### src/rtl/perimeter_arbiter.sv
// perimeter_arbiter: shares one z = 2*(base+height) datapath between two producer
// channels using /dav-rfd handshakes, with round-robin tie breaking.
// Ports:
//   clock, reset              - system clock; synchronous active-high reset
//   base_x, height_x          - channel x operands (W bits), sampled at the grant edge
//   dav_in_x_ / rfd_in_x      - channel x data-valid (active low) / ready-for-data
//   data_out, tag_out         - registered perimeter (W+2 bits) and source channel (0=ch1, 1=ch2)
//   dav_out_ / rfd_out        - result valid (active low) / consumer ready-for-data
// Optional: define PERIMETER_ARB_STATS_EN to add served_1/served_2 16-bit grant counters.
module perimeter_arbiter #(
    parameter int unsigned W = 8
) (
    input  logic         clock,
    input  logic         reset,
    input  logic [W-1:0] base_1,
    input  logic [W-1:0] height_1,
    input  logic         dav_in_1_,
    output logic         rfd_in_1,
    input  logic [W-1:0] base_2,
    input  logic [W-1:0] height_2,
    input  logic         dav_in_2_,
    output logic         rfd_in_2,
    output logic [W+1:0] data_out,
    output logic         tag_out,
    output logic         dav_out_,
    input  logic         rfd_out
`ifdef PERIMETER_ARB_STATS_EN
    ,
    output logic [15:0]  served_1,
    output logic [15:0]  served_2
`endif
);
    localparam int unsigned SW = W + 1;
    localparam int unsigned RW = W + 2;

    localparam logic [1:0] S_IDLE = 2'd0;
    localparam logic [1:0] S_REL  = 2'd1;
    localparam logic [1:0] S_OUT  = 2'd2;
    localparam logic [1:0] S_ACK  = 2'd3;

    logic [1:0]    state_q, state_d;
    logic          last_q, last_d;      // channel of the most recent grant; also the active grant
    logic          rfd_1_q, rfd_1_d;
    logic          rfd_2_q, rfd_2_d;
    logic [RW-1:0] data_q, data_d;
    logic          tag_q, tag_d;
    logic          dav_out_q, dav_out_d;

    logic          req_1, req_2, pick_2, grant, gnt_dav_;
    logic [SW-1:0] sum_1, sum_2;

    // Requests are the dav_ levels seen at the sampling edge only.
    assign req_1    = ~dav_in_1_;
    assign req_2    = ~dav_in_2_;
    assign pick_2   = (req_1 & req_2) ? ~last_q : req_2;
    assign grant    = (state_q == S_IDLE) && (req_1 || req_2);
    assign gnt_dav_ = last_q ? dav_in_2_ : dav_in_1_;

    // Full-width sums; the doubling is a wire shift so nothing is truncated.
    assign sum_1 = SW'(base_1) + SW'(height_1);
    assign sum_2 = SW'(base_2) + SW'(height_2);

    // Next-state and registered-output logic.
    always_comb begin
        state_d   = state_q;
        last_d    = last_q;
        rfd_1_d   = rfd_1_q;
        rfd_2_d   = rfd_2_q;
        data_d    = data_q;
        tag_d     = tag_q;
        dav_out_d = dav_out_q;
        case (state_q)
            S_IDLE: begin
                rfd_1_d   = 1'b1;
                rfd_2_d   = 1'b1;
                dav_out_d = 1'b1;
                if (grant) begin
                    last_d  = pick_2;
                    tag_d   = pick_2;
                    data_d  = pick_2 ? {sum_2, 1'b0} : {sum_1, 1'b0};
                    if (pick_2) begin
                        rfd_2_d = 1'b0;
                    end else begin
                        rfd_1_d = 1'b0;
                    end
                    state_d = S_REL;
                end
            end
            S_REL: begin
                if (gnt_dav_) begin
                    if (last_q) begin
                        rfd_2_d = 1'b1;
                    end else begin
                        rfd_1_d = 1'b1;
                    end
                    state_d = S_OUT;
                end
            end
            S_OUT: begin
                if (rfd_out) begin
                    dav_out_d = 1'b0;
                    state_d   = S_ACK;
                end
            end
            S_ACK: begin
                if (!rfd_out) begin
                    dav_out_d = 1'b1;
                    state_d   = S_IDLE;
                end
            end
            default: state_d = S_IDLE;
        endcase
    end

    // State and output registers.
    always_ff @(posedge clock) begin
        if (reset) begin
            state_q   <= S_IDLE;
            last_q    <= 1'b1;
            rfd_1_q   <= 1'b1;
            rfd_2_q   <= 1'b1;
            data_q    <= '0;
            tag_q     <= 1'b0;
            dav_out_q <= 1'b1;
        end else begin
            state_q   <= state_d;
            last_q    <= last_d;
            rfd_1_q   <= rfd_1_d;
            rfd_2_q   <= rfd_2_d;
            data_q    <= data_d;
            tag_q     <= tag_d;
            dav_out_q <= dav_out_d;
        end
    end

    assign rfd_in_1 = rfd_1_q;
    assign rfd_in_2 = rfd_2_q;
    assign data_out = data_q;
    assign tag_out  = tag_q;
    assign dav_out_ = dav_out_q;

`ifdef PERIMETER_ARB_STATS_EN
    logic [15:0] cnt_1_q, cnt_1_d;
    logic [15:0] cnt_2_q, cnt_2_d;

    // Per-channel grant counters, wrapping naturally at 16 bits.
    always_comb begin
        cnt_1_d = cnt_1_q;
        cnt_2_d = cnt_2_q;
        if (grant && !pick_2) cnt_1_d = cnt_1_q + 16'd1;
        if (grant && pick_2)  cnt_2_d = cnt_2_q + 16'd1;
    end

    always_ff @(posedge clock) begin
        if (reset) begin
            cnt_1_q <= '0;
            cnt_2_q <= '0;
        end else begin
            cnt_1_q <= cnt_1_d;
            cnt_2_q <= cnt_2_d;
        end
    end

    assign served_1 = cnt_1_q;
    assign served_2 = cnt_2_q;
`endif
endmodule

### config.mk
export PLATFORM = sky130hd
export DESIGN_NAME = perimeter_arbiter
export DESIGN_NICKNAME = d
export VERILOG_FILES = /design/src/rtl/perimeter_arbiter.sv
export SDC_FILE = /design/constraint.sdc
export NUM_CORES = 1
export LEC_CHECK = 0
export ABC_AREA = 1
export ABC_CLOCK_PERIOD_IN_PS = 1900
export BUFFER_PORTS_ARGS = -buffer_cell sky130_fd_sc_hd__buf_2
export CORE_MARGIN = 3
export CORE_UTILIZATION = 38
export CTS_BUF_LIST = sky130_fd_sc_hd__clkbuf_8
export CTS_CLUSTER_SIZE = 20
export DETAILED_ROUTE_END_ITERATION = 8
export HOLD_SLACK_MARGIN = 0.15
export PLACE_DENSITY = 0.6
export REMOVE_ABC_BUFFERS = 1
export SLEW_MARGIN = 20
export SYNTH_ARGS = -nofsm -noshare
export SYNTH_HDL_FRONTEND = slang
export SYNTH_SLANG_ARGS = --single-unit
### constraint.sdc
create_clock -name clock -period 1.9 [get_ports clock]
set_input_delay 0.38 -clock clock [delete_from_list [all_inputs] [get_ports clock]]
set_output_delay 0.38 -clock clock [all_outputs]
set_load 0.01 [all_outputs]
==> key figures, run 1 <==
Outcome
  • Status: finished, final reports clean

Route
  • Drt first pass iters: 5
  • Aggregate routed wire length: about 3600 um
  • Vias per cell: approximately 4.6
  • 1st-iter DRT viols: 58
  • Routed WL per cell: between 10 and 15 um
  • Final antenna-violating net count: 0
  • Total number of vias: roughly 1600
  • DRC viols: 0

STA
  • Max Fclk: roughly 0.62 GHz
  • Final Skew: a little over 0.004 ns
  • Post-route setup TNS: 0 ns
  • Setup Viol. Count Final: 0
  • Unrepaired setup endpoints after global routing: no
  • Slew Viols, Final: 0
  • Final Hold Viols: 0
  • Post-route minimum period: about 1.6 ns
  • Final worst path period share: between 80% and 90%

Power
  • Worst IR Drop VDD: roughly 0.38 mV
  • Pwr dens: between 900 and 1000 nW/um2
  • Total power draw: 1770 uW
  • Leak: between 0.001 and 0.0015 uW

Critical path
  • Cell mode on critical path: inv_1
  • Worst R2R End: data_out[2]
  • CP Class: reg2reg
  • Worst-case reg-to-reg path depth: 7
  • CP Data Required Time: about 2.0 ns
  • Critical Path Fanout Max: 8
  • Reg2reg start: state_q[1]
  • Slowest stage cell, crit path: dfxtp_1
  • Worst EP arrival: roughly 1.8 ns
  • Critical path endpoint category: flop
  • Setup slack, reg-to-reg: 0.28 ns
  • Max incr delay on CP: 0.34 ns
  • Cells along the critical path: inv_1 > ha_1 > inv_2 > a21oi_2 > inv_1 > a211oi_2 > nor2_1
  • CP Launch Type: flop

GRT
  • Wire length of the first global-routing pass: about 6400 um
  • Antenna violations before repair: 0
  • Pin count of the biggest net entering global routing: 13
  • Vias in the first global route: around 1500
  • Gr usage total: between 10% and 20%
  • Gr ovfl total: 0

Final layout
  • Final nets: between 300 and 400
  • Area Overhead vs Synth: 21.5%
  • Layout cell share with drive strength beyond 1: between 20% and 30%
  • Fillers: between 400 and 500
  • Antenna cell count: 0
  • Finished Cell Area: around 1900 um2

Synth
  • Synth Area in Compound Gates: approximately 10%
  • Seq/Total Area, Yosys: around a fifth
  • XOR/XNOR share of the synthesized area: 0.546%
  • Synth Warn #: 0
  • Adder-cell share of the synthesized area: 19.7%
  • Synth area leaders: dfxtp_1 (20%), ha_1 (17%), nand2_1 (16%)
  • Cell Area, Synth: between 1500 and 2000 um2
  • Avg Cell Area, Syn: 6.32 um2
  • Cell taking the most area after synthesis: dfxtp_1
  • Post-synth top area share: around 20%
  • Largest family of logic cells by synthesized area: simple AND/OR/NAND/NOR gates
  • Synth Register Bits: 16
  • Simple-Gate Fraction of Synth Area: between 30% and 40%
  • Mux cell area share after synthesis: 0%
  • Yosys cell types: 32
  • Mapped Cells: ~250

Worst hold path
  • Hold path start: reset
  • WHS Path Cells: 2
  • Hold Crit Class: in2reg
  • Hold Path Sink: data_out[2]

Place
  • IO buf count: 49
  • Hpwl dp: 3020 um
  • Placement Cell Area: roughly 1900 um2
  • GPL Wtd Cong: between 0.8 and 0.9

CTS
  • Sink Count: 16
  • Resize count post-CTS: 0
  • Post-CTS setup buffers: 0
  • CTS clk-pin slew, worst paths: around 0.06 ns
  • Worst skew pair latency: 0.25 ns
  • CTS tree: yes
  • Cts hold-fix bufs: 0
  • CTS H-tree depth: 1
  • CTS buffer count: 3
  • Root Buffer: clkbuf_8
  • Clk buf depth: 2

Die
  • Die height: about 71 um
  • Horiz. Die Dim: between 70 and 80 um
  • Core ar.: 3850 um2
  • Die Area: just over 5000 um2
  • FP Rows: 22
  • Initial Util: 41.6%
  • Ports: between 50 and 60

Run
  • Total of max-cap violations: 0
[report_power, final]
part | switching [uW] | leakage, uW | internal (uW) | total [uW]
registers | 79.2 | 0.000133 | 457 | 537
logic | 555 | 0.000981 | 381 | 935
clock network | 114 | 0.0000288 | 184 | 298
total | 748 | 0.00114 | 1020 | 1770
[cell usage after synthesis]
master and count:
nand2_1 69, inv_1 43, nand3_1 28, nor2_1 24
ha_1 22, dfxtp_1 16, a21oi_1 10, o21ai_0 7
or2_2 5, nand3b_1 4, a31oi_1 2, fa_1 2
inv_2 2, nand4_1 2, a211oi_2 1, a21o_1 1
a21oi_2 1, a21oi_4 1, and2_1 1, buf_4 1
buf_6 1, clkbuf_1 1, conb_1 1, inv_4 1
nor2_2 1, nor3_1 1, o211ai_1 1, o22ai_1 1
o311ai_0 1, or2_0 1, or2_1 1, xnor2_1 1
[layer usage]
| metal | share of wire (%) | vias up | wire length (um) | GRT usage (%) |
|---|---|---|---|---|
| met3 | 7.0 | 2 | 249 | 3.55 |
| met2 | 41 | 47 | 1460 | 22.7 |
| met5 | 0 | - | 0 | 0 |
| met1 | 52 | 675 | 1840 | 22.6 |
| met4 | 0.62 | 0 | 22 | 2.51 |
| li1 | - | 905 | - | - |
[stage by stage]
| stage | util [%] | setup WS, ns | hold WS, ns | cells |
|---|---|---|---|---|
| CTS | 50.6 | 0.252 | 0.454 | 353 |
| floorplan | - | 0.260 | 0.449 | 251 |
| finish | 50.6 | 0.282 | 0.455 | 353 |
| global route | 50.6 | 0.0748 | 0.478 | 353 |
| detailed placement | 49.2 | 0.0815 | 0.469 | 349 |
| global placement | 49.2 | 0.119 | 0.449 | 349 |
[critical path, delay by kind of cell (launching register included)]
family                     cells  cell delay, ns
buffers and inverters          3            0.35
DFF                            1            0.34
adders and majority gates      1            0.25
AOI/OAI and AO/OA              2            0.52
and+or+nand+nor                1            0.05
[logic make-up after synthesis]
family	after synthesis
compound gates	26
buf+inv	49
simple gates	137
xor+xnor	1
fa+ha+maj	24
other cells	1
flops	16
[state kept, by name, summed over array words and instances (netlist names)]
signal,cells
data_out,9
dav_out_,1
last_q,1
rfd_in_1,1
rfd_in_2,1
state_q,2
tag_out,1
[worst max path at each step]
stage / start / end / slack, ns / depth (start not counted)
after floorplan: base_1[0] / data_out[7] / 0.26 / 13
after global placement: base_1[0] / data_out[7] / 0.12 / 14
after detailed placement: base_1[0] / data_out[7] / 0.08 / 14
after CTS: state_q[1] / data_out[2] / 0.25 / 7
after global routing: state_q[0] / data_out[1] / 0.07 / 7
final: state_q[1] / data_out[2] / 0.28 / 7
[placed cells by master, fill, tap and decap left out, types with 2 or more instances in the layout]
master	count
nand2_1	69
buf_2	49
inv_1	43
nand3_1	28
nor2_1	24
ha_1	22
dfxtp_1	16
a21oi_1	10
o21ai_0	7
or2_2	5
nand3b_1	4
clkbuf_8	4
inv_2	2
a31oi_1	2
nand4_1	2
fa_1	2
[cell type report]
cell class / count / area [um2] / area share [%]
tap: 48 / 60.1 / 3.08
sequential: 16 / 320 / 16.4
timing repair buffer: 50 / 253 / 13.0
multi-input combinational: 189 / 1090 / 55.7
clock buffer: 4 / 55.1 / 2.82
inverter: 46 / 175 / 8.99
No activity file was read; power rests on OpenSTA's default activity.
==> run 2: changes to the inputs <==
==> constraint.sdc (replaced) <==
create_clock -name clock -period 1.9 [get_ports clock]
set_input_delay 0.095 -clock clock [delete_from_list [all_inputs] [get_ports clock]]
set_output_delay 0.095 -clock clock [all_outputs]
set_load 0.01 [all_outputs]
==> run 2 against run 1 <==
Net effect: largest power group unchanged; register-to-register slack hardly changed; global-route usage is 0.32 points higher; core utilization is 0.36 points lower; fmax is 0.68% higher; clock-buffer cell count is 1 lower; die area stayed put; sequential share of layout area is 0.12 points higher; worst setup slack better by 0.011 ns.
==> key figures, run 2 (synthesized netlist as in run 1, its figures left out) <==
Outcome
  • Status: finished, final reports clean

GRT
  • Wire length of the first global-routing pass: 6480 um (+1.4%)
  • Vias in the first global route: 1493 (-0.86%)
  • Antenna violations before repair: 0 (unchanged)
  • Pin count of the biggest net entering global routing: 13 (unchanged)
  • Gr ovfl total: 0 (unchanged)
  • Gr usage total: 15.5% (+0.32 points)

CTS
  • Root Buffer: clkbuf_8
  • CTS H-tree depth: 1 (unchanged)
  • Worst skew pair latency: 0.25 ns (about the same)
  • CTS tree: yes
  • Clk buf depth: 2 (unchanged)
  • CTS buffer count: 3 (unchanged)
  • Resize count post-CTS: 0 (unchanged)
  • Post-CTS setup buffers: 0 (unchanged)
  • Cts hold-fix bufs: 0 (unchanged)
  • CTS clk-pin slew, worst paths: 0.06 ns (about the same)
  • Sink Count: 16 (unchanged)

Critical path
  • CP Launch Type: flop
  • Critical Path Fanout Max: 11 (+3)
  • Critical path endpoint category: flop
  • CP Class: reg2reg
  • Worst EP arrival: 1.78 ns (+0.02 ns)
  • CP Data Required Time: 2.08 ns (+0.04 ns)

Route
  • Aggregate routed wire length: 3640 um (+1.8%)
  • DRC viols: 0 (unchanged)
  • Routed WL per cell: 10.3 um (+2.1%)
  • Final antenna-violating net count: 0 (unchanged)
  • Drt first pass iters: 4 (-1)
  • Vias per cell: 4.76 (+3.2%)
  • 1st-iter DRT viols: 87 (+50%)
  • Total number of vias: 1676 (+2.9%)

Final layout
  • Antenna cell count: 0 (unchanged)
  • Largest register FFs: 9 (unchanged)
  • Fillers: 424 (-2.3%)
  • Commonest non-fill, non-tap cell in the layout: nand2_1
  • Area Overhead vs Synth: 20.7%
  • Final nets: 367 (unchanged)
  • Register area: 320 um2 (unchanged)
  • Multi-input gate area: 1090 um2 (unchanged)
  • Layout cell share with drive strength beyond 1: 21.4% (-0.26 points)
  • Most frequent cells in the layout: nand2_1 (69), buf_2 (49), inv_1 (43), nand3_1 (28), nor2_1 (24)

Die
  • Core ar.: 3850 um2 (unchanged)
  • Die Area: 5040 um2 (unchanged)
  • FP Rows: 22 (unchanged)
  • Initial Util: 41.6% (unchanged)
  • Horiz. Die Dim: 71.0 um (unchanged)
  • Die height: 71.0 um (unchanged)
  • Ports: 51 (unchanged)

Place
  • Hpwl dp: 3100 um (+2.7%)
  • IO buf count: 49 (unchanged)
  • GPL Wtd Cong: 0.787 (-4.2%)

Power
  • Worst IR Drop VDD: 0.309 mV (-18%)
  • Pwr dens: 895 nW/um2 (-1.4%)
  • Leak: 0.00113 uW (-0.63%)

STA
  • Unrepaired setup endpoints after global routing: no
  • Final Hold Viols: 0 (unchanged)
  • Post-route minimum period: 1.61 ns (-0.0109 ns)
  • Post-route setup TNS: 0 ns (unchanged)
  • Setup Viol. Count Final: 0 (unchanged)
  • Final worst path period share: 84.6% (-0.57 points)
  • Final Skew: 0.00122 ns (-0.00286 ns)
  • Slew Viols, Final: 0 (unchanged)
  • Max Fclk: 0.622 GHz (+0.68%)
  • Hold_ws: 0.175 ns (-0.281 ns)

Run
  • Total of max-cap violations: 0 (unchanged)

Worst hold path
  • Hold Crit Class: in2reg
==> run 2: path summary, 6_finish.rpt <==
check / startpoint / end / slack [ns] / cells past startpoint
setup / recovery: state_q[1] / data_out[1] / 0.29 / 7
hold / removal: reset / data_out[2] / 0.17 / 2
setup reg to reg: state_q[1] / data_out[1] / 0.29 / 7
hold reg to reg: tag_out / tag_out / 0.46 / 2
==> run 2: through the flow <==
step           instance area (um2)  instances  power [uW]  utilization, %  setup WS (ns)
6_report                      1940        352        1730            50.2          0.293
5_1_grt                       1940        352        1920            50.2          0.117
4_1_cts                       1940        352        1750            50.2          0.281
3_5_place_dp                  1890        349        1490            49.2          0.300
3_3_place_gp                  1890        349        1480            49.2          0.330
2_1_floorplan                 1580        251        1190               -          0.266
==> run 2: layout make-up <==
class	count	area share, %
well taps	48	3.10
clock buffers	3	2.13
inverters	46	9.05
multi-input cells	189	56.1
repair buffers	50	13.1
flip-flops and latches	16	16.5
==> run 2: report_power, final <==
| part | internal, uW | switching (uW) | total, uW |
|---|---|---|---|
| Sequential | 458 | 83.0 | 541 |
| Clock | 140 | 107 | 248 |
| Combinational | 382 | 563 | 944 |
==> run 2: critical path, stage by stage, from the launching register on <==
cell     delay, ns
dfxtp_1       0.34
inv_1         0.12
ha_1          0.25
inv_2         0.05
a21oi_2       0.28
buf_4         0.25
nand3_1       0.09
a31oi_1       0.17
==> run 2: layer usage <==
layer	share of wire, %	up-vias	track usage, %	routed length (um)
li1	-	906	-	-
met4	1.3	0	4.80	49
met3	6.4	4	3.41	231
met2	42	46	23.3	1530
met1	50	720	22.1	1820
met5	0	-	0	0
